<file path="src/rtl/code_seq_gen.sv">
// Binary-phase code sequencer: bank of N_CODES code words, plays one word per sync pulse as +/-amplitude.
// Optional CODE_SEQ_RETRIGGER_EN: a sync pulse during a run restarts playback instead of being ignored.
module code_seq_gen #(
  parameter int NB_REG    = 32,
  parameter int NB_OUTPUT = 16,
  parameter int N_CODES   = 4,
  parameter int NB_IDX    = $clog2(N_CODES)
) (
  input  logic                 i_clk,
  input  logic                 i_rst,
  input  logic                 i_sinc,
  input  logic                 i_wr_en,
  input  logic [NB_IDX-1:0]    i_wr_addr,
  input  logic [NB_REG-1:0]    i_wr_data,
  input  logic [NB_REG-1:0]    i_numdig,
  input  logic [NB_REG-1:0]    i_tb,
  input  logic [NB_OUTPUT-1:0] i_amp,
  input  logic                 i_mode,
  input  logic [NB_IDX-1:0]    i_sel,
  output logic [NB_OUTPUT-1:0] o_signal,
  output logic                 o_busy,
  output logic                 o_done,
  output logic [NB_IDX-1:0]    o_code_idx
);

  localparam int NB_CNT = $clog2(NB_REG + 1);
  localparam logic [NB_OUTPUT-1:0] AMP_MAX = {1'b0, {(NB_OUTPUT-1){1'b1}}};
`ifdef CODE_SEQ_RETRIGGER_EN
  localparam bit RETRIG = 1'b1;
`else
  localparam bit RETRIG = 1'b0;
`endif

  typedef enum logic {IDLE, RUN} state_t;
  state_t state, state_n;

  logic [NB_REG-1:0]    bank [N_CODES];
  logic [NB_IDX-1:0]    ptr, idx;
  logic [NB_REG-1:0]    sh, sh_start;
  logic [NB_CNT-1:0]    ndig_eff, dig_left;
  logic [NB_REG-1:0]    tb_eff, tb_r, tb_left;
  logic [NB_OUTPUT-1:0] amp_eff, amp_r;
  logic                 accept, start, zero_start, last;

  function automatic logic [NB_OUTPUT-1:0] map_dig(input logic d, input logic [NB_OUTPUT-1:0] a);
    return d ? a : ('0 - a);
  endfunction

  always_ff @(posedge i_clk) begin
    if (i_rst) state <= IDLE;
    else       state <= state_n;
  end

  always_comb begin
    ndig_eff   = (i_numdig > NB_REG) ? NB_CNT'(NB_REG) : i_numdig[NB_CNT-1:0];
    tb_eff     = (i_tb == '0) ? NB_REG'(1) : i_tb;
    amp_eff    = (i_amp > AMP_MAX) ? AMP_MAX : i_amp;
    idx        = i_mode ? ptr : i_sel;
    // left-align the active digits so the current digit is always the MSB
    sh_start   = bank[idx] << (NB_CNT'(NB_REG) - ndig_eff);
    last       = (tb_left == '0) && (dig_left == '0);
    accept     = i_sinc && ((state == IDLE) || RETRIG);
    start      = accept && (ndig_eff != '0);
    zero_start = accept && (ndig_eff == '0);
    state_n    = state;
    if (start)                       state_n = RUN;
    else if (zero_start)             state_n = IDLE;
    else if (state == RUN && last)   state_n = IDLE;
  end

  always_ff @(posedge i_clk) begin
    if (i_rst) begin
      for (int i = 0; i < N_CODES; i++) bank[i] <= '0;
      ptr        <= '0;
      sh         <= '0;
      dig_left   <= '0;
      tb_r       <= '0;
      tb_left    <= '0;
      amp_r      <= '0;
      o_signal   <= '0;
      o_busy     <= 1'b0;
      o_done     <= 1'b0;
      o_code_idx <= '0;
    end else begin
      // bank read for a same-cycle start sees the old word; the write lands on this edge
      if (i_wr_en) bank[i_wr_addr] <= i_wr_data;
      o_done <= 1'b0;
      if (start) begin
        sh         <= sh_start;
        dig_left   <= ndig_eff - NB_CNT'(1);
        tb_r       <= tb_eff;
        tb_left    <= tb_eff - NB_REG'(1);
        amp_r      <= amp_eff;
        o_code_idx <= idx;
        if (i_mode) ptr <= ptr + NB_IDX'(1);
        o_busy     <= 1'b1;
        o_signal   <= map_dig(sh_start[NB_REG-1], amp_eff);
      end else if (zero_start) begin
        o_done   <= 1'b1;
        o_busy   <= 1'b0;
        o_signal <= '0;
      end else if (state == RUN) begin
        if (tb_left != '0) begin
          tb_left <= tb_left - NB_REG'(1);
        end else if (dig_left != '0) begin
          dig_left <= dig_left - NB_CNT'(1);
          tb_left  <= tb_r - NB_REG'(1);
          sh       <= sh << 1;
          o_signal <= map_dig(sh[NB_REG-2], amp_r);
        end else begin
          o_busy   <= 1'b0;
          o_signal <= '0;
          o_done   <= 1'b1;
        end
      end
    end
  end

endmodule

</file>
<file path="config.mk">
export PLATFORM = sky130hd
export DESIGN_NAME = code_seq_gen
export DESIGN_NICKNAME = d
export VERILOG_FILES = /design/src/rtl/code_seq_gen.sv
export SDC_FILE = /design/constraint.sdc
export NUM_CORES = 1
export LEC_CHECK = 0
export BUFFER_PORTS_ARGS = -buffer_cell sky130_fd_sc_hd__buf_4
export CAP_MARGIN = 20
export CORE_ASPECT_RATIO = 0.5
export CORE_MARGIN = 2
export CORE_UTILIZATION = 45
export CTS_BUF_LIST = sky130_fd_sc_hd__clkbuf_16
export CTS_CLUSTER_DIAMETER = 100
export CTS_CLUSTER_SIZE = 10
export DETAILED_ROUTE_END_ITERATION = 6
export PLACE_DENSITY_LB_ADDON = 0.12
export SLEW_MARGIN = 15
export SYNTH_ARGS = -nofsm -noshare
export SYNTH_HDL_FRONTEND = slang
export SYNTH_SLANG_ARGS = --single-unit
export TNS_END_PERCENT = 50
</file>
<file path="constraint.sdc">
create_clock -name i_clk -period 8.8 [get_ports i_clk]
set_clock_uncertainty 0.2 [all_clocks]
set_input_delay 1.76 -clock i_clk [delete_from_list [all_inputs] [get_ports i_clk]]
set_output_delay 1.76 -clock i_clk [all_outputs]
set_load 0.05 [all_outputs]
</file>
Word-level counts from Yosys, hierarchy flattened
Memories as Yosys holds them, arrays and structs flattened.
Index checks and enable logic that the tools add are counted.
Operators by class
  add/subtract/negate cells: 9
  magnitude comparators: 2
  equal/unequal tests: 4
  shift operators: 1
  multiplexer cells: 46
  bitwise logic cells: 1
  reductions and logical operators: 24
Operators with widths (number)
  2-to-1 mux 32 bit: 7
  2-to-1 mux 31 bit: 5
  2-to-1 mux 16 bit: 8
  subtractor 32 x 1 -> 32 bit, second input constant: 3
  logical NOT 32 bit: 2
  2-to-1 mux 6 bit: 6
  > comparator 32 x 6 -> 1 bit, second input constant: 1
  nonzero test 32 bit: 1
  OR reduction 32 bit: 1
  left shift 32 x 6 -> 32 bit: 1
  subtractor 1 x 16 -> 16 bit, first input constant: 2
  2-to-1 mux 1 bit: 18
  > comparator 16 x 15 -> 1 bit, second input constant: 1
  logical NOT 6 bit: 2
  nonzero test 6 bit: 2
  subtractor 6 x 1 -> 6 bit, second input constant: 2
  nonzero test 3 bit: 3
  inequality test 3 bit, second input constant: 2
  AND reduction 3 bit: 2
  subtractor 6 bit, first input constant: 1
  logical AND 1 bit: 5
  2-to-1 mux 2 bit: 2
  inequality test 2 bit, second input constant: 2
  AND reduction 2 bit: 2
  5 further kinds: 6
Word-level totals
  flip-flop bits (word level): 140
  RAM bits: 128
  input bits: 121
  word-level logic and storage cells: 99
  memories: 1
Memory list
  bank: depth 4, bits a word 32, rd ports 1, clocked after Yosys merged registers in 0, wr ports 4, line 37  | logic [NB_REG-1:0] bank [N_CODES];

Logic depth before layout (Yosys ltp)
  word-level depth: 7
  mapped depth: 23
  depth with buffers taken out: 16

Worst setup path after synthesis
No wires, ideal clock.
  path kind: input to register
  from: in i_numdig[24]
  to: reg tb_left[24]
  arrival time: 6807 ps
  required time: 8488 ps
  slack: 1681 ps
  cell stages on the path: 22
  path buffers: 9
  cell sequence: nor4_1 > nand4_1 > clkbuf_1 > nor4b_1 > inv_1 > ha_1 > clkbuf_1 > and2_1 > a31oi_1 > clkbuf_1 > buf_2 > clkbuf_1 > buf_2 > buf_2 > buf_1 > o21a_1 > ha_1 > clkbuf_1 > nand3_2 > nor4_1 > xnor2_1 > a2111oi_1
Between the ends
  cells in the longest elaborated chain, start to end: 6
RTL lines
  start, declared: line 15  | input logic [NB_REG-1:0] i_numdig,
  > comparator 32 x 6 -> 1 bit (*): line 55  | ndig_eff = (i_numdig > NB_REG) ? NB_CNT'(NB_REG) : i_numdig[NB_CNT-1:0];
  2-to-1 mux 6 bit (*): line 55
  nonzero test 6 bit or logical NOT 6 bit (tied branches): line 63, 64
  logical AND 1 bit (on tied branches): line 63, 64
  inequality test 2 bit (no line) (tied with other cells)
  AND reduction 3 bit (no line)
  end signal, assigned: line 92  | tb_left <= tb_eff - NB_REG'(1);
  end signal, assigned: line 104  | tb_left <= tb_left - NB_REG'(1);
  end signal, assigned: line 107  | tb_left <= tb_r - NB_REG'(1);
  end, declared: line 41  | logic [NB_REG-1:0] tb_eff, tb_r, tb_left;
Every way passes the cells marked *; elsewhere a longest branch is shown, timed or not.
A chain may end at the register's enable or synchronous reset.

Worst setup path after layout
  from: in i_numdig[18]
  to: reg o_signal[1]
Between the ends
  cells in the longest elaborated chain, start to end: 6
RTL lines
  > comparator 32 x 6 -> 1 bit (*): line 55
  2-to-1 mux 6 bit (*): line 55
  subtractor 6 bit (tied with other cells): line 60  | sh_start = bank[idx] << (NB_CNT'(NB_REG) - ndig_eff);
  left shift 32 x 6 -> 32 bit (tied with other cells): line 60
  2-to-1 mux 16 bit (tied with other cells): line 46  | return d ? a : ('0 - a);
  2-to-1 mux 16 bit or AND reduction 2 bit (tied branches)
  end signal, assigned: line 97  | o_signal <= map_dig(sh_start[NB_REG-1], amp_eff);
  end signal, assigned: line 109  | o_signal <= map_dig(sh[NB_REG-2], amp_r);
  end, declared: line 20  | output logic [NB_OUTPUT-1:0] o_signal,
Marked as above.

==> key figures <==
Run status
  – Status: complete, no violations

Power
  – Peak supply drop: 0.131 mV
  – PwrDens: 188 nW/um^2
  – Total Power: 3.25 mW
  – Leakage: 6.48 nW

Clock tree
  – Post-cts sizing count: 0
  – CTS sink cnt: 268
  – CTS tree: yes
  – Clk slew on worst S/H paths: 60 ps
  – Clock root buffer: clkbuf_16
  – H-tree depth: 1
  – CTS buffer count: 30
  – Worst-Skew Late Latency: 570 ps
  – Post-CTS Setup Bufs: 0
  – Hold-fix buffers, CTS: 0
  – CTS Buffer Depth: 3

Synthesis
  – Seq/Total Area, Yosys: 0.440
  – FF+latch count, synth: 268
  – Cell Area, Synth: 15,100 um^2
  – Synth unique cells: 81
  – Syn nets: 1,725
  – Yosys warns: 0
  – Mean Syn Cell Area: 9.45 um^2
  – Number of synthesized flops with an enable pin: 128
  – Async S/R FF share, synth: 0
  – Top FF cell, synth: dfxtp_1
  – Synthesized instance count: 1,599

Global routing
  – GRT overflow: 0
  – Initial antenna violation count: 0
  – Vias in the first global route: 12,517
  – Largest net degree at the start of global routing: 97
  – GRT Util Overall: 0.238
  – First-pass GRT wire length: 67.6 mm

Floorplan
  – Die width: 263 um
  – Initial Util: 0.457
  – Die ar.: 35,100 um^2
  – I/O pin total: 141
  – Die span in y: 134 um
  – Num rows: 47
  – Core area: 33,000 um^2

Placed design
  – PortBufs: 140
  – GPL Wtd Cong: 0.905
  – DP Worst Slack: 1660 ps
  – DP Cell Count: 2,093
  – Placed inst area: 16,500 um^2
  – Final HPWL DP: 28.2 mm

Worst setup path
  – Max FO, Critical Path: 27
  – R2r worst-path depth: 10
  – Setup crit start kind: input port
  – Worst EP arrival: 7020 ps
  – Critical-path cell list: buf_4 > nor4_1 > nand4_1 > nor2_1 > inv_1 > ha_1 > buf_4 > clkinv_1 > buf_4 > mux4_2 > a21oi_1 > a31oi_2 > nand2_1 > or3_1 > a31oi_1
  – Worst setup EP type: register
  – WS Path Type: in2reg
  – Worst path max stage delay: 670 ps
  – Slowest-stage cell, CP: nand4_1
  – Worst EP required: 9100 ps
  – Most frequent CP cell: buf_4

Flow run
  – MaxCap Viol Count: 0

Drt
  – Post-route DRC: 0
  – Drt wl/cell: 19.9 um
  – First-pass iteration count of the detailed router: 5
  – Vias per Instance: 6.05
  – Initial DRC count: 1,155
  – Antenna violation net count after detailed routing: 0
  – Post-Route WL: 42.6 mm
  – DR vias: 12,944

Timing
  – Hold WS: 254 ps
  – Final TNS setup: 0 ps
  – Setup ws final: 2070 ps
  – Min Tclk post-route: 6730 ps
  – Final hold vios: 0
  – Actual slew at the worst max-slew pin: 1100 ps
  – RSZ-0062 raised after global routing: no
  – Maximum clock frequency: 0.149 GHz
  – Final setup fails: 0
  – Fin crit share: 0.764
  – Pins over their slew limit: 0
  – Slew margin rel.: 0.269

Finish
  – Diode count: 0
  – Final core area utilization: 0.525
  – Area Overhead vs Synth: 14.7%
  – Fin nets: 1,810
  – Share of layout cells above drive strength 1: 0.161
  – Fin area: 17,300 um^2
  – Non-Filler Instances: 2,138

Hold path
  – Tightest Hold Check Type: reg2reg
  – Worst Hold Depth: 2
cell type report:
| type | instances | area [um^2] |
|---|---|---|
| inverter | 16 | 60.1 |
| fill | 2996 | 15700 |
| timing repair buffer | 168 | 1260 |
| tap | 441 | 552 |
| sequential | 268 | 6650 |
| clock buffer | 30 | 751 |
| clock inverter | 15 | 68.8 |
| multi-input combinational | 1200 | 8000 |
registers in the layout, summed over array words and instances, names as in the netlist:
name        count
o_busy          1
o_signal       16
sh             31
amp_r          16
ptr             2
tb_left        32
tb_r           32
o_done          1
o_code_idx      2
bank          128
state           1
dig_left        6
synthesized netlist by cell type, types with 34 or more instances:
master    instances  area, um^2
a211oi_1         55         413
nand2_1         147         552
nor3_1           45         225
edfxtp_1        128        3840
a21oi_1         105         526
o21ai_1          34         170
mux4_2           44         991
dfxtp_1         140        2800
nor2_1          157         589
o21ai_0          80         400
and2_1          136         851
mux2i_1          62         621
clkbuf_1         81         304
kinds of logic after synthesis:
| family | after synthesis | share of synthesized area |
|---|---|---|
| xor+xnor | 52 | 0.0311 |
| mux | 111 | 0.111 |
| buf+inv | 131 | 0.0358 |
| compound gates | 392 | 0.164 |
| fa+ha+maj | 5 | 0.00414 |
| simple gates | 640 | 0.214 |
| flops | 268 | 0.440 |
routing by layer:
| metal | track usage | share of wire |
|---|---|---|
| met2 | 0.397 | 0.47 |
| met5 | 0 | 0 |
| met4 | 0.0613 | 0.019 |
| met3 | 0.0338 | 0.061 |
| met1 | 0.326 | 0.45 |
power by group:
group / leakage (nW) / total (mW) / switching (mW) / internal (mW)
registers: 2.41 / 1.47 / 0.0610 / 1.41
logic: 3.62 / 0.678 / 0.410 / 0.268
clock network: 0.450 / 1.10 / 0.496 / 0.604
critical path, delay by kind of cell:
kind | cells | cell delay [ps]
buffers and inverters | 5 | 1370
adder cells (fa/ha/maj) | 1 | 300
multiplexers | 1 | 240
AO/OA/AOI/OAI | 3 | 740
AND/OR/NAND/NOR | 5 | 2610
worst paths after layout:
path	start	endpoint	slack, ps
worst min register to register	tb_r[31]	tb_r[31]	250
worst min-delay path	tb_r[31]	tb_r[31]	250
worst max-delay path	i_numdig[18]	o_signal[1]	2070
worst max register to register	tb_left[12]	tb_left[29]	4120
layout by cell type, fill, tap and decap left out, types with 23 or more instances in the layout:
cell type / n
a211oi_1: 55
a21oi_1: 105
and2_1: 136
buf_4: 168
clkbuf_16: 30
dfxtp_1: 140
edfxtp_1: 128
inv_1: 27
mux2i_1: 61
mux4_2: 44
nand2_1: 147
nand3_1: 27
nor2_1: 157
nor3_1: 44
nor4_1: 31
o21ai_0: 79
o21ai_1: 34
xnor2_1: 27
xor2_1: 23
No activity file was read; power rests on OpenSTA's default activity.
